==> config.mk <==
export PLATFORM = sky130hd
export DESIGN_NAME = atvp002_ctrl_flat
export DESIGN_NICKNAME = d
export VERILOG_FILES = /design/src/rtl/atvp002_pkg.sv /design/src/rtl/atvp002_if.sv /design/src/rtl/atvp002_debounce.sv /design/src/rtl/atvp002_ctrl.sv /design/src/flat_wrapper.sv
export SDC_FILE = /design/constraint.sdc
export NUM_CORES = 1
export LEC_CHECK = 0
export ABC_CLOCK_PERIOD_IN_PS = 3600
export CORE_AREA = 3 3 40 42
export DETAILED_ROUTE_END_ITERATION = 12
export DIE_AREA = 0 0 43 45
export DONT_BUFFER_PORTS = 1
export GPL_TIMING_DRIVEN = 0
export HOLD_SLACK_MARGIN = 0.02
export PLACE_DENSITY = 0.55
export SLEW_MARGIN = 25
export SYNTH_ARGS = -nofsm -noshare
export SYNTH_HDL_FRONTEND = slang
export SYNTH_SLANG_ARGS = --single-unit
==> constraint.sdc <==
create_clock -name clk -period 3.6 [get_ports clk]
set_clock_uncertainty 0.05 [all_clocks]
set_input_delay 0.72 -clock clk [delete_from_list [all_inputs] [get_ports clk]]
set_output_delay 0.72 -clock clk [all_outputs]
set_load 0.01 [all_outputs]
==> src/rtl/atvp002_pkg.sv <==
// ---------------------------------------------------------------------------
// atvp002_pkg
// Shared definitions for the two-switch appliance selector:
//   - switch code constants ({A,B} after synchronisation)
//   - FSM state type and state constants (encoded identically to the codes)
//   - debounce counter width helper
// ---------------------------------------------------------------------------
package atvp002_pkg;

  // Switch codes, MSB = A, LSB = B
  localparam logic [1:0] CODE_OFF = 2'b00;
  localparam logic [1:0] CODE_TV  = 2'b01;
  localparam logic [1:0] CODE_AL  = 2'b11;
  localparam logic [1:0] CODE_PC  = 2'b10;

  // FSM states; encoding matches the code that selects each state
  typedef logic [1:0] state_t;
  localparam state_t ST_IDLE  = 2'b00;
  localparam state_t ST_TV_ON = 2'b01;
  localparam state_t ST_ALARM = 2'b11;
  localparam state_t ST_PC_ON = 2'b10;

  // Width needed to hold a count from 0 up to and including 'stable'
  function automatic int cnt_width(input int stable);
    return $clog2(stable + 1);
  endfunction

endpackage

==> src/rtl/atvp002_if.sv <==
// ---------------------------------------------------------------------------
// atvp002_if
// Front-panel switch / load-enable bundle.
//   A, B        : raw asynchronous switch levels (A = code MSB)
//   TV, PC, AL  : registered one-hot load enables
// Modports:
//   master : panel side, drives switches and observes enables
//   slave  : controller side, reads switches and drives enables
// ---------------------------------------------------------------------------
interface atvp002_if;

  logic A;
  logic B;
  logic TV;
  logic PC;
  logic AL;

  modport master (output A, output B, input TV, input PC, input AL);
  modport slave  (input A, input B, output TV, output PC, output AL);

endinterface

==> src/rtl/atvp002_debounce.sv <==
// ---------------------------------------------------------------------------
// atvp002_debounce
// Synchroniser chain plus stability counter for an N-bit bus.
// A new value is accepted only after STABLE_CYCLES consecutive identical
// synchronised samples; shorter glitches never reach code_acc.
// Ports:
//   clk      in   system clock (rising edge)
//   rst      in   synchronous active-high reset
//   din      in   asynchronous input bus
//   code_acc out  last accepted (debounced) value
// ---------------------------------------------------------------------------
module atvp002_debounce
  import atvp002_pkg::*;
#(
  parameter int WIDTH         = 2,
  parameter int SYNC_STAGES   = 2,
  parameter int STABLE_CYCLES = 4
) (
  input  logic             clk,
  input  logic             rst,
  input  logic [WIDTH-1:0] din,
  output logic [WIDTH-1:0] code_acc
);

  localparam int CNT_W = cnt_width(STABLE_CYCLES);
  localparam logic [CNT_W-1:0] STABLE_CNT = CNT_W'(STABLE_CYCLES);
  localparam logic [CNT_W-1:0] CNT_ONE    = CNT_W'(1);

  logic [WIDTH-1:0] sync_q [SYNC_STAGES];
  logic [WIDTH-1:0] code_s;
  logic [WIDTH-1:0] cand_q;
  logic [CNT_W-1:0] cnt_q;

  assign code_s = sync_q[SYNC_STAGES-1];

  // Synchroniser chain: each bit passes SYNC_STAGES flops before any logic
  // looks at it, so metastability settles before the comparator below.
  always_ff @(posedge clk) begin
    if (rst) begin
      for (int i = 0; i < SYNC_STAGES; i++) begin
        sync_q[i] <= '0;
      end
    end else begin
      sync_q[0] <= din;
      for (int i = 1; i < SYNC_STAGES; i++) begin
        sync_q[i] <= sync_q[i-1];
      end
    end
  end

  // Stability tracking: any change restarts the count at 1 with the new
  // candidate. The count saturates at STABLE_CYCLES, and the accepted value
  // is updated on the very edge the count reaches that limit. With
  // STABLE_CYCLES == 1 this is the load edge itself.
  always_ff @(posedge clk) begin
    if (rst) begin
      cand_q   <= '0;
      cnt_q    <= '0;
      code_acc <= '0;
    end else if (code_s != cand_q) begin
      cand_q <= code_s;
      cnt_q  <= CNT_ONE;
      if (STABLE_CYCLES == 1) begin
        code_acc <= code_s;
      end
    end else if (cnt_q < STABLE_CNT) begin
      cnt_q <= cnt_q + CNT_ONE;
      if (cnt_q == STABLE_CNT - CNT_ONE) begin
        code_acc <= cand_q;
      end
    end
  end

endmodule

==> src/rtl/atvp002_ctrl.sv <==
// ---------------------------------------------------------------------------
// atvp002_ctrl
// Two-switch appliance selector. Synchronises and debounces switches A/B,
// decodes the accepted code in a small FSM and drives registered one-hot
// enables TV / PC / AL (all zero in IDLE).
// Ports:
//   clk  in   system clock (rising edge)
//   rst  in   synchronous active-high reset
//   bus  slave modport of atvp002_if (A, B in; TV, PC, AL out)
// Parameters:
//   SYNC_STAGES    synchroniser depth (>= 2)
//   STABLE_CYCLES  equal samples required to accept a code (>= 1)
// Build option:
//   ATVP002_ALARM_LATCH_EN  when defined, ALARM holds for every accepted code
//                           except 00, which returns to IDLE.
// Latency from a stable input change to the outputs is
// SYNC_STAGES + STABLE_CYCLES + 1 rising edges.
// ---------------------------------------------------------------------------
module atvp002_ctrl
  import atvp002_pkg::*;
#(
  parameter int SYNC_STAGES   = 2,
  parameter int STABLE_CYCLES = 4
) (
  input  logic      clk,
  input  logic      rst,
  atvp002_if.slave  bus
);

  logic [1:0] code_acc;
  state_t     state_q;
  state_t     next_state;
  logic       tv_q;
  logic       pc_q;
  logic       al_q;

  atvp002_debounce #(
    .WIDTH         (2),
    .SYNC_STAGES   (SYNC_STAGES),
    .STABLE_CYCLES (STABLE_CYCLES)
  ) u_debounce (
    .clk      (clk),
    .rst      (rst),
    .din      ({bus.A, bus.B}),
    .code_acc (code_acc)
  );

  // Next-state decode: every accepted code maps straight to its state, so
  // any state can reach any other in one step. With the alarm latch built
  // in, ALARM only yields to an accepted 00.
  always_comb begin
    next_state = state_q;
    case (code_acc)
      CODE_OFF: next_state = ST_IDLE;
      CODE_TV:  next_state = ST_TV_ON;
      CODE_PC:  next_state = ST_PC_ON;
      default:  next_state = ST_ALARM;
    endcase
`ifdef ATVP002_ALARM_LATCH_EN
    if (state_q == ST_ALARM && code_acc != CODE_OFF) begin
      next_state = ST_ALARM;
    end
`else
`endif
  end

  // State and output registers update together from next_state, so the
  // enables change on the same edge as the state and are glitch-free.
  always_ff @(posedge clk) begin
    if (rst) begin
      state_q <= ST_IDLE;
      tv_q    <= 1'b0;
      pc_q    <= 1'b0;
      al_q    <= 1'b0;
    end else begin
      state_q <= next_state;
      tv_q    <= (next_state == ST_TV_ON);
      pc_q    <= (next_state == ST_PC_ON);
      al_q    <= (next_state == ST_ALARM);
    end
  end

  assign bus.TV = tv_q;
  assign bus.PC = pc_q;
  assign bus.AL = al_q;

endmodule

==> src/flat_wrapper.sv <==
// flat-port wrapper written by rule: the top's interface ports become plain ports
module atvp002_ctrl_flat import atvp002_pkg::*;
#(
  parameter int SYNC_STAGES   = 2,
  parameter int STABLE_CYCLES = 4
)
  (clk, rst, bus_A, bus_B, bus_TV, bus_PC, bus_AL);
  atvp002_if bus_i ();
  input  logic clk;
  input  logic rst;
  input wire logic [$bits(bus_i.A)-1:0] bus_A;
  input wire logic [$bits(bus_i.B)-1:0] bus_B;
  output wire logic [$bits(bus_i.TV)-1:0] bus_TV;
  output wire logic [$bits(bus_i.PC)-1:0] bus_PC;
  output wire logic [$bits(bus_i.AL)-1:0] bus_AL;
  assign bus_i.A = bus_A;
  assign bus_i.B = bus_B;
  assign bus_TV = bus_i.TV;
  assign bus_PC = bus_i.PC;
  assign bus_AL = bus_i.AL;
  atvp002_ctrl #(.SYNC_STAGES(SYNC_STAGES), .STABLE_CYCLES(STABLE_CYCLES)) u_core (.clk(clk), .rst(rst), .bus(bus_i));
endmodule
# Word level (Yosys, flattened, before mapping)
# Memories as Yosys holds them, arrays and structs flattened.
# Index checks and enable logic that the tools add are counted.
dict set report word_totals {
  input_bits 4
  reg_bits 10
  latch_bits 0
  mem_count 1
  ramBits 4
  wordCells 32
  rom_bits 0
  output_inout_bits 3
}
dict set report classes {
  shifts 0
  add_sub_neg 1
  n_mux 8
  n_mul 0
  order_cmp 1
  bitwise_logic 3
  n_reduce_logical 4
  eq_ne 7
  div 0
}
# name depth word_bits rd rd_clocked_by_memory_dff write_ports line
set mem_list {}
lappend mem_list {u_core.u_debounce.sync_q 2 2 2 0 2 atvp002_debounce.sv:29} ;# logic [WIDTH-1:0] sync_q [SYNC_STAGES];
# op n
set op_table {}
lappend op_table {{2-bit equality test, second input constant} 3}
lappend op_table {{2-bit case mux with 3 select lines} 1}
lappend op_table {{1-bit two-way mux} 5}
lappend op_table {{2-bit by 1-bit equality test with 1-bit output, second input constant} 2}
lappend op_table {{2-bit two-way mux} 2}
lappend op_table {{3-bit by 1-bit adder with 3-bit output, second input constant} 1}
lappend op_table {{3-bit by 2-bit equality test with 1-bit output, second input constant} 1}
lappend op_table {{3-bit less-than comparator, second input constant} 1}
lappend op_table {{3-bit AND reduction} 1}
lappend op_table {{2-bit logical NOT} 1}
lappend op_table {{2-bit inequality test} 1}
lappend op_table {{1-bit OR} 2}
lappend op_table {{2-bit nonzero test} 1}
lappend op_table {{2-bit OR reduction} 1}
lappend op_table {{1-bit inverter} 1}

# Longest topological paths before layout
# Gate-level depths: netlist of the first run.
# An unclocked memory read counts as a cell.
dict set report depth {
  ltp_word 4
  mapped_depth 4
  depth_no_buf 4
}

# By module
# Synthesis of the first run repeated with hierarchy kept, for this count alone.
dict set report unflattened {
  hier_cells 43
  hier_area_um2 509.2
}
# mod cells_per_inst area_per_inst_um2 n_inst
set by_module_without_submodules {}
lappend by_module_without_submodules {atvp002_debounce 37 424.2 1}
lappend by_module_without_submodules {atvp002_ctrl 6 85.1 1}

# Worst setup path before layout of the first run
# No wires, ideal clock.
dict set report synth_timing {
  path_kind {input -> register}
  start {input rst}
  end {register u_core.u_debounce.code_acc[0]}
  slack_ns 2.258
  setup_time_ns 0.072
  t_required_ns 3.478
  stages 3
  t_arrival_ns 1.221
  cell_sequence {clkbuf_1 or2b_1 mux2i_1}
}
# item line
set synth_lines {}
lappend synth_lines {{start, declared} flat_wrapper.sv:10} ;# input logic rst;
lappend synth_lines {{end signal, assigned} atvp002_debounce.sv:64} ;# code_acc <= code_s;
lappend synth_lines {{end signal, assigned} atvp002_debounce.sv:69} ;# code_acc <= cand_q;
lappend synth_lines {{end, declared} atvp002_debounce.sv:22} ;# output logic [WIDTH-1:0] code_acc

# Worst setup path in the final report of the first run
dict set report layout_timing {
  start {register u_core.pc_q (netlist: u_core.bus.PC)}
  end {output bus_PC}
}
# item line
set layout_lines {}
lappend layout_lines {{start, declared} atvp002_ctrl.sv:34} ;# logic pc_q;
lappend layout_lines {{start signal, assigned} atvp002_ctrl.sv:78} ;# pc_q <= (next_state == ST_PC_ON);
lappend layout_lines {{end, declared} flat_wrapper.sv:14} ;# output wire logic [$bits(bus_i.PC)-1:0] bus_PC;
# No word-level cell between the ends.

==> results of run 1 <==
## state kept, by name, summed over array words and instances (netlist names)
signal                      flops
u_core.u_debounce.cand_q        2
u_core.bus.AL                   1
u_core.u_debounce.cnt_q         3
u_core.u_debounce.code_acc      2
u_core.bus.PC                   1
u_core.bus.TV                   1
u_core.u_debounce.sync_q        4
## power by group through the flow
stage | Combinational, mW | Sequential, mW | Clock (mW)
floorplan | 0.0195 | 0.170 | 0
global placement | 0.0215 | 0.171 | 0
detailed placement | 0.0224 | 0.171 | 0
CTS | 0.0229 | 0.168 | 0.114
global route | 0.0258 | 0.169 | 0.124
finish | 0.0222 | 0.167 | 0.110
## layer usage
layer  global-route usage  wire length [um]  vias up  part of all wire
met5                    0                 0        -                 0
met4              0.03614                 0        0                 0
met3              0.07171                66        0              0.10
met2               0.1257               304       10              0.47
met1              0.08642               273      121              0.42
li1                     -                 -      149                 -
## stage by stage
step / util / setup slack, ns / power [mW] / area, sq um / instances
2_1_floorplan: - / 2.258 / 0.1894 / 499.2 / 44
3_3_place_gp: 0.4031 / 2.173 / 0.1920 / 518.0 / 59
3_5_place_dp: 0.4031 / 2.166 / 0.1936 / 518.0 / 59
4_1_cts: 0.4314 / 2.173 / 0.3049 / 554.3 / 63
5_1_grt: 0.4314 / 2.151 / 0.3189 / 554.3 / 63
6_report: 0.4314 / 2.188 / 0.2991 / 554.3 / 63
## synth_stat cells (all sizes together)
cell type	instances
dfxtp	14
nor2b	6
nor2	4
mux2i	3
nand2b	3
ha	2
inv	2
nor3	2
xor2	2
a211oi	1
clkbuf	1
nor4b	1
or2	1
or2b	1
xnor2	1
## final timing paths
check | slack [ns] | start | cells past startpoint | endpoint
max reg2reg | 2.37 | u_core.u_debounce.cnt_q[0] | 4 | u_core.u_debounce.code_acc[1]
min reg2reg | 0.36 | u_core.u_debounce.code_acc[1] | 1 | u_core.bus.TV
min | 0.36 | u_core.u_debounce.code_acc[1] | 1 | u_core.bus.TV
max | 2.19 | u_core.bus.PC | 0 | bus_PC
## logic make-up (layout without fill, tap and decap cells)
kind of cell,count (synthesis),after routing,synth area share
simple gates,18,18,0.2381
flops,14,14,0.5614
xor+xnor,3,3,0.05264
mux,3,3,0.06015
buf+inv,3,7,0.02255
fa+ha+maj,2,2,0.05012
compound gates,1,1,0.01504
## cell type report
type / instances / share of cell area
clock buffer: 4 / 0.06546
sequential: 14 / 0.5056
multi-input combinational: 27 / 0.3747
buffer: 1 / 0.006772
tap: 15 / 0.03386
inverter: 2 / 0.01354
==> impl_metrics.tcl, run 1 <==
set metrics [dict create \
    gp_congestion 0.6477 \
    die_h_um 45 \
    setup_tns_ns 0 \
    synth-seq-cells 14 \
    netSwitchingFraction 0.2127 \
    clockRootBuffer "clkbuf_4" \
    areaGrowthSynthToFinish_pct 11.03 \
    route.vias.total 280 \
    multi_input_area_sq_um 207.7 \
    synth.avg_cell_area_sq_um 11.35 \
    syn_area_sq_um 499.2 \
    layout_commonest_cell "dfxtp_1" \
    leakagePower_nw 0.2179 \
    cts.clk_slew.worst_paths_ns 0.08 \
    wire_per_inst_um 10.22 \
    slew_headroom 0.7508 \
    cts_made_buffers 3 \
    cts_tree "built" \
    grtUsageTotal 0.08480 \
    die_w_um 43 \
    cts_resized 0 \
    cp-end-kind "output pin" \
    ys_seq_area_frac 0.5614 \
    p_clk_frac 0.366 \
    hold_class "reg -> reg" \
    worst-setup-path-type "reg -> out" \
    nFillCells 121 \
    antenna_violating_nets_post_route 0 \
    coreArea_sq_mm 0.001285 \
    fmax_mhz 708.3 \
    syn_nets 50 \
    final-seq-area_sq_um 280.3 \
    postCtsSetupRepairBufs 0 \
    synth_warnings 0 \
    firstDrtPassIters 2 \
    grt_pass1_vias 269 \
    cp-start-kind "flop" \
    synth_top_area_frac 0.5614 \
    drc 0 \
    io_buffer_count 0 \
    seqPwrFrac 0.559 \
    cts_buffer_depth 2 \
    syn_inst 44 \
    grt_max_degree 11 \
    whs_ns 0.3641 \
    pwr-share-comb 0.074 \
    period_share 0.3922 \
    cts_max_level 1 \
    clk_latency_ns 0.28 \
    drive_above_1_share 0.1042 \
    gr-total-overflow 0 \
    drtIter0Drc 3 \
    antenna_found_initial 0 \
    cp_max_fo 1 \
    arrival_ns 0.64 \
    powerDensity_mw_per_mm2 539.6 \
    layout_common_cells "dfxtp_1 (14), nor2b_1 (6), nor2_1 (4)" \
    p_sw_uw 63.62 \
    internal-power_uw 235.5 \
    netlist_top_cells_area "dfxtp_1 (56%), nor2b_1 (7.5%), mux2i_1 (6.0%)" \
    cp.required_ns 2.83 \
    die-area_sq_mm 0.001935 \
    grt_pass1_wl_um 1097 \
    start_util 0.3885 \
    yosysTopAreaCell "dfxtp_1" \
    wl_um 644 \
    hold_viol 0 \
    fin_crit_ns 1.412 \
    setup_violations 0 \
    slew_violations 0 \
    rows 13 \
    synth_cell_type_count 15 \
    diodes 0 \
    viasPerCell 4.444 \
    cts_hold_buf 0 \
    fin_nets 55 \
    cts.sinks 14 \
    status "finished, final reports clean" \
    drv_cap 0 \
    worst_slew_pin_slew_ns 0.3738 \
    rsz0062_at_grt "no" \
    ios 7 \
    ir_worst_vdd_uv 304.7 \
]
Power figures use the tool's default switching activity.
==> run 2: changes to the inputs <==
- ABC_CLOCK_PERIOD_IN_PS: 3600 -> 1280
- PLACE_DENSITY: 0.55 -> 0.56
- clock period: 3.6 -> 1.28 ns (I/O delays scaled with it)
==> run 2 against run 1 <==
Net effect:
- die area did not move
- hold slack lost 0.31 ns
- first-iteration DRC count rose by 33%
- sequential cell count unchanged
- core utilization rose by 2.0 points
- register-to-register slack got worse by 2.3 ns
- highest routed layer unchanged
- total power grew to 2.9 times the previous value
==> impl_metrics.tcl, run 2 (synthesized netlist as in run 1, its figures left out) <==
set metrics [dict create \
    status "finished, final reports clean" \
    clk_latency_ns 0.28 \
    cp-start-kind "flop" \
    layout_common_cells "dfxtp_1 (11), nor2b_1 (6), nor2_1 (4)" \
    whs_ns 0.05612 \
    arrival_ns 1.35 \
    die_w_um 43 \
    fin_crit_ns 1.188 \
    top_register "u_core.u_debounce.sync_q" \
    grt_pass1_wl_um 1159 \
    io_buffer_count 0 \
    cts_buffer_depth 2 \
    cts.sinks 14 \
    fmax_mhz 842.0 \
    die-area_sq_mm 0.001935 \
    coreArea_sq_mm 0.001285 \
    design_area_sq_um 580.6 \
    critical_path.cell_chain "ha_4 > ha_2 > nor4b_4 > mux2i_1" \
    viasPerCell 4.625 \
    busiest_layer "met2" \
    drtIter0Drc 4 \
    dp.cells 59 \
    cts_max_level 1 \
    start_util 0.3885 \
    gp_congestion 0.6587 \
    nFillCells 128 \
    fin_nets 56 \
    ios 7 \
    worst_slew_pin_slew_ns 0.3844 \
    cts_tree "built" \
    ir_worst_vdd_uv 648.0 \
    diodes 0 \
    route.vias.total 296 \
    hpwlAfterDp_um 512 \
    hold_viol 0 \
    grtUsageTotal 0.08634 \
    setup_violations 0 \
    drv_cap 0 \
    die_h_um 45 \
    cp_slowest_cell "dfxtp_2" \
    slew_headroom 0.7437 \
    gr-total-overflow 0 \
    areaGrowthSynthToFinish_pct 16.29 \
    cp.required_ns 1.45 \
    clockRootBuffer "clkbuf_4" \
    period_share 0.9278 \
    largest_registers "u_core.u_debounce.sync_q: 4 flops, u_core.u_debounce.cnt_q: 3 flops" \
    grt_max_degree 11 \
    cpPeakStageDelay_ns 0.36 \
    layout_commonest_cell "dfxtp_1" \
    grt.met2_usage 0.1437 \
    cp.buffers_inverters 0 \
    setup_tns_ns 0 \
    met1_usage 0.09091 \
    cts_hold_buf 0 \
    grt_pass1_vias 286 \
    cts.clk_slew.worst_paths_ns 0.09 \
    stdcell_count 64 \
    worst-setup-path-type "reg -> reg" \
    grt_util_met3 0.02390 \
    wl_um 696 \
    hold_class "in -> reg" \
    cp-end-kind "flop" \
    leakagePower_nw 0.2214 \
    rows 13 \
    firstDrtPassIters 2 \
    placed_area_sq_um 518.0 \
    slew_violations 0 \
    cp_top_family "flip-flops" \
    cp_max_fo 2 \
    cts_made_buffers 3 \
    powerDensity_mw_per_mm2 1494 \
    wire_per_inst_um 10.88 \
    antenna_violating_nets_post_route 0 \
    drive_above_1_share 0.2245 \
    drc 0 \
    largest_reg_flops 4 \
    antenna_found_initial 0 \
]
[run 2: changes by cell type in the layout (fill, tap and decap cells not counted), sizes merged]
cell / change
buf: +1
[run 2: final timing paths]
check / start / endpoint / slack, ns / cells past startpoint
min: bus_B / u_core.u_debounce.sync_q[0][0] / 0.06 / 1
max reg2reg: u_core.u_debounce.cnt_q[0] / u_core.u_debounce.code_acc[0] / 0.09 / 4
max: u_core.u_debounce.cnt_q[0] / u_core.u_debounce.code_acc[0] / 0.09 / 4
min reg2reg: u_core.u_debounce.sync_q[0][0] / u_core.u_debounce.sync_q[0][2] / 0.39 / 1
[run 2: report_power, final]
group | switching [mW] | internal (mW)
sequential | 0.0183 | 0.458
combinational | 0.0316 | 0.0423
clock | 0.144 | 0.173
[run 2: routing by layer]
metal	wire (um)	vias to the layer above	share of wire
li1	-	151	-
met3	41	0	0.059
met2	342	8	0.49
met5	0	-	0
met1	311	137	0.45
met4	0	0	0
[run 2: cell type report]
class	count	area, sq um	area share
buffer	1	3.754	0.006466
sequential	14	284.0	0.4892
timing repair buffer	1	7.507	0.01293
clock buffer	4	36.28	0.06250
multi-input combinational	27	222.7	0.3836
inverter	2	7.507	0.01293
tap	15	18.77	0.03233
[run 2: per-stage QoR]
| stage | total power, mW | util | worst slack [ns] |
|---|---|---|---|
| floorplan | 0.5327 | - | 0.1447 |
| global placement | 0.5400 | 0.4031 | 0.09797 |
| detailed placement | 0.5448 | 0.4031 | 0.03691 |
| CTS | 0.8565 | 0.4314 | 0.02482 |
| global route | 0.9087 | 0.4518 | -0.005143 |
| finish | 0.8674 | 0.4518 | 0.09238 |
[run 2: timing repair]
| item | in CTS | in global routing |
|---|---|---|
| setup buffers | 0 | 1 |
| resized for setup | 0 | 6 |
| setup endpoints to repair | 0 | 3 |
==> variant 1: new RTL, settings of run 1 <==
Add a define of `ATVP002_ALARM_LATCH_EN`.
--- a/src/rtl/atvp002_ctrl.sv
+++ b/src/rtl/atvp002_ctrl.sv
@@ -16,6 +16,8 @@
 // Latency from a stable input change to the outputs is
 // SYNC_STAGES + STABLE_CYCLES + 1 rising edges.
 // ---------------------------------------------------------------------------
+`define ATVP002_ALARM_LATCH_EN
+
 module atvp002_ctrl
   import atvp002_pkg::*;
 #(
Check against the original RTL: no difference found for any inputs over 10 cycles, from zero or initial values and one cycle with rst high; that may be too few to reach the edited logic, so the function may still have changed.
==> variant 1 against run 1 <==
  * Final area rose by 12%
  * Sequential share of layout area grew 0.84 points
  * Wire length grew 29%
  * Die area stayed put
  * Power rose by 8.3%
  * Count of clock-buffer cells in the layout stayed put
  * Sequential cell count up 2
  * Sequential power up 13%
  * Worst setup slack got worse by 0.0044 ns
  * Register-to-register slack got worse by 0.09 ns
  * Critical path type unchanged
  * Synthesized area grew 14%
  * Cell count up 13%
==> variant 1: results <==
set metrics [dict create \
    htree_num_levels 1 \
    diodes 0 \
    synth_area_leaders "dfxtp_1, nor2b_1, mux2i_1" \
    cts_setup_buffers 0 \
    top_regs "u_core.u_debounce.sync_q x4, u_core.u_debounce.cnt_q x3" \
    clkSlewWorstSetupHoldPaths_ns 0.08 \
    wl_per_cell_um 11.73 \
    drt_iter0_drc 8 \
    peakVddDrop_mv 0.3589 \
    grt_usage_pct 10.83 \
    syn_nets 58 \
    clk_latency_ns 0.28 \
    hold_path_class "flip-flop to flip-flop" \
    layout.nets 63 \
    fill_cells 122 \
    grt_pass1_wl_um 1483 \
    firstDrtPassIters 4 \
    path_max_fanout 1 \
    crit_arrival_ns 0.65 \
    grt_pass1_vias 370 \
    ys_top_cells_by_count "dfxtp_1, nor2b_1, a21oi_1, mux2i_1, nand2b_1" \
    seq_area_frac_synth_pct 56.39 \
    status "completed" \
    port_buffers 0 \
    setup_tns_ns 0 \
    cts_resized 0 \
    ys_warn_count 0 \
    ys_types 21 \
    cts_made_buffers 3 \
    routed_via_density 5.000 \
    gp_congestion 0.6911 \
    ys_async_sr_fraction_pct 0 \
    drive_gt1_share_pct 8.929 \
    leakage_nw 0.2348 \
    grt_max_degree 11 \
    max_slew_margin_pct 71.46 \
    place_hpwl_um 615 \
    root_buffer "clkbuf_4" \
]
-- variant 1: routing by layer --
metal	share of wire [%]	GRT usage [%]	up-vias
met5	0	0	-
met4	0	1.807	0
met3	7.3	7.171	0
met2	52	18.26	11
met1	41	11.60	164
li1	-	-	180
-- variant 1: logic make-up (layout without fill, tap and decap cells) --
kind of cell    after synthesis  after routing  share of synthesized area (%)
flops                        16             16                          56.39
xor+xnor                      3              3                          4.626
simple gates                 20             20                          22.47
compound gates                5              5                          4.845
buf+inv                       3              7                          1.982
mux                           3              3                          5.287
fa+ha+maj                     2              2                          4.405
-- variant 1: final cells by class --
class | instances | area share (%)
buffer | 1 | 0.6024
clock buffer | 4 | 5.823
inverter | 2 | 1.205
multi-input combinational | 33 | 37.95
sequential | 16 | 51.41
tap | 15 | 3.012
-- variant 1: report_power, final --
part | switching, mW | internal, mW | total, mW
clock network | 0.0511 | 0.0615 | 0.113
logic | 0.0104 | 0.0114 | 0.0218
registers | 0.00531 | 0.184 | 0.189
-- variant 1: final timing paths --
path,startpoint,to,slack [ns],depth (start not counted)
setup reg to reg,u_core.u_debounce.cnt_q[0],u_core.u_debounce.code_acc[0],2.28,4
hold / removal,u_core.u_debounce.sync_q[0][0],u_core.u_debounce.sync_q[0][2],0.40,1
setup / recovery,u_core.bus.PC,bus_PC,2.18,0
hold reg to reg,u_core.u_debounce.sync_q[0][0],u_core.u_debounce.sync_q[0][2],0.40,1
-- variant 1: through the flow --
stage / worst slack, ns / cell area [sq um] / power (mW) / std cells
detailed placement: 2.166 / 586.8 / 0.2159 / 67
CTS: 2.170 / 623.1 / 0.3293 / 71
global placement: 2.229 / 586.8 / 0.2129 / 67
global route: 2.144 / 623.1 / 0.3438 / 71
floorplan: 2.313 / 568.0 / 0.2106 / 52
finish: 2.184 / 623.1 / 0.3239 / 71
==> variant 2: new RTL, flow settings as in run 1 <==
Made on the original files. Reset style: asynchronous (`rst`), changed in 3 clocked blocks. Comments in the files are not updated.
--- a/src/rtl/atvp002_debounce.sv
+++ b/src/rtl/atvp002_debounce.sv
@@ -35,7 +35,7 @@
 
   // Synchroniser chain: each bit passes SYNC_STAGES flops before any logic
   // looks at it, so metastability settles before the comparator below.
-  always_ff @(posedge clk) begin
+  always_ff @(posedge clk or posedge rst) begin
     if (rst) begin
       for (int i = 0; i < SYNC_STAGES; i++) begin
         sync_q[i] <= '0;
@@ -52,7 +52,7 @@
   // candidate. The count saturates at STABLE_CYCLES, and the accepted value
   // is updated on the very edge the count reaches that limit. With
   // STABLE_CYCLES == 1 this is the load edge itself.
-  always_ff @(posedge clk) begin
+  always_ff @(posedge clk or posedge rst) begin
     if (rst) begin
       cand_q   <= '0;
       cnt_q    <= '0;
--- a/src/rtl/atvp002_ctrl.sv
+++ b/src/rtl/atvp002_ctrl.sv
@@ -66,7 +66,7 @@
 
   // State and output registers update together from next_state, so the
   // enables change on the same edge as the state and are glitch-free.
-  always_ff @(posedge clk) begin
+  always_ff @(posedge clk or posedge rst) begin
     if (rst) begin
       state_q <= ST_IDLE;
       tv_q    <= 1'b0;
Function: differs if rst is asserted again (counterexample within 10 cycles, from zero or initial values and one cycle with rst high); with rst held inactive, the same outputs for 10 cycles.
==> variant 2 against run 1 <==
  * Wire length grew 4.5%
  * Synthesized area shrank 1.5%
  * Combinational power grew 90%
  * Power grew 15%
  * Worst setup slack lost 0.035 ns
  * Die area is the same
  * Final area shrank 3.8%
  * Sequential cell count is the same
  * Largest cell class unchanged
  * Largest power group unchanged
  * Highest routed layer is now met4
==> variant 2: results <==
set metrics [dict create \
    status "completed" \
    timing.rr.start "u_core.u_debounce.cnt_q[0]" \
    peakVddDrop_mv 0.2906 \
    synth_area_leaders "dfrtp_1, ha_1, mux2_1" \
    grt_usage_pct 9.153 \
    met1_usage_pct 8.376 \
    regMostFlops "u_core.u_debounce.cnt_q" \
    crit_arrival_ns 0.68 \
    layout.nets 45 \
    final_cells 52 \
    grt_max_degree 15 \
    place_ws_ns 2.169 \
    ys_async_sr_fraction_pct 100.0 \
    grtUsageMet3_pct 2.390 \
    gp_congestion 0.6558 \
    fill_cells 123 \
    clk_latency_ns 0.27 \
    switching_share_pct 26.44 \
    syn_nets 40 \
    grt_pass1_wl_um 1166 \
    dp_cells 49 \
    cp-startpoint "u_core.bus.TV" \
    drive_gt1_share_pct 8.108 \
    leakage_nw 0.2424 \
    seq_area_frac_synth_pct 71.25 \
    synth.most_common_cell "dfrtp_1" \
    largest_register_ffs 3 \
    drt_iter0_drc 1 \
    netlist_instances 34 \
    routed_via_density 4.846 \
    routed_wl_um 673 \
    met2_usage_pct 16.17 \
]
[variant 2: kinds of logic (layout without fill, tap and decap cells)]
kind of cell / Yosys count / in the layout / synth area share [%]
XOR/XNOR: 3 / 3 / 5.344
multiplexers: 3 / 3 / 6.616
flip-flops: 14 / 14 / 71.25
AND/OR/NAND/NOR: 7 / 7 / 7.632
buffers and inverters: 4 / 7 / 3.055
adder cells (fa/ha/maj): 2 / 2 / 5.088
AO/OA/AOI/OAI: 1 / 1 / 1.017
[variant 2: layout make-up]
| class | instances | area [sq um] | share of cell area (%) |
|---|---|---|---|
| buffer | 2 | 7.507 | 1.408 |
| clock buffer | 3 | 22.52 | 4.225 |
| inverter | 2 | 7.507 | 1.408 |
| multi-input combinational | 16 | 126.4 | 23.71 |
| sequential | 14 | 350.3 | 65.73 |
| tap | 15 | 18.77 | 3.521 |
[variant 2: path summary, 6_finish.rpt]
path                                            endpoint  slack [ns]  cells past startpoint
setup / recovery                                  bus_TV        2.15                      0
hold / removal               u_core.u_debounce.code_s[1]        0.31                      0
setup reg to reg           u_core.u_debounce.code_acc[1]        2.17                      4
hold reg to reg              u_core.u_debounce.code_s[1]        0.31                      0
max in group asynchronous     u_core.u_debounce.cnt_q[0]        2.84                      1
min in group asynchronous    u_core.u_debounce.sync_q[2]        0.32                      1
[variant 2: routing by layer]
metal | wire [um] | vias up | share of wire [%]
met1 | 264 | 128 | 39
met4 | 2 | 0 | 0.30
met2 | 369 | 7 | 55
li1 | - | 115 | -
met3 | 36 | 2 | 5.3
met5 | 0 | - | 0
[variant 2: power groups by stage]
stage / registers, mW / clock network, mW / logic (mW)
3_5_place_dp: 0.224 / 0 / 0.0435
4_1_cts: 0.221 / 0.0890 / 0.0436
2_1_floorplan: 0.218 / 0 / 0.0352
3_3_place_gp: 0.221 / 0 / 0.0381
6_report: 0.219 / 0.0830 / 0.0422
5_1_grt: 0.225 / 0.100 / 0.0489
[variant 2: through the flow]
stage	total power, mW	instance area (sq um)	util (%)
floorplan	0.2530	491.7	-
global placement	0.2591	510.5	39.73
detailed placement	0.2679	510.5	39.73
CTS	0.3536	533.0	41.48
global route	0.3736	533.0	41.48
finish	0.3447	533.0	41.48
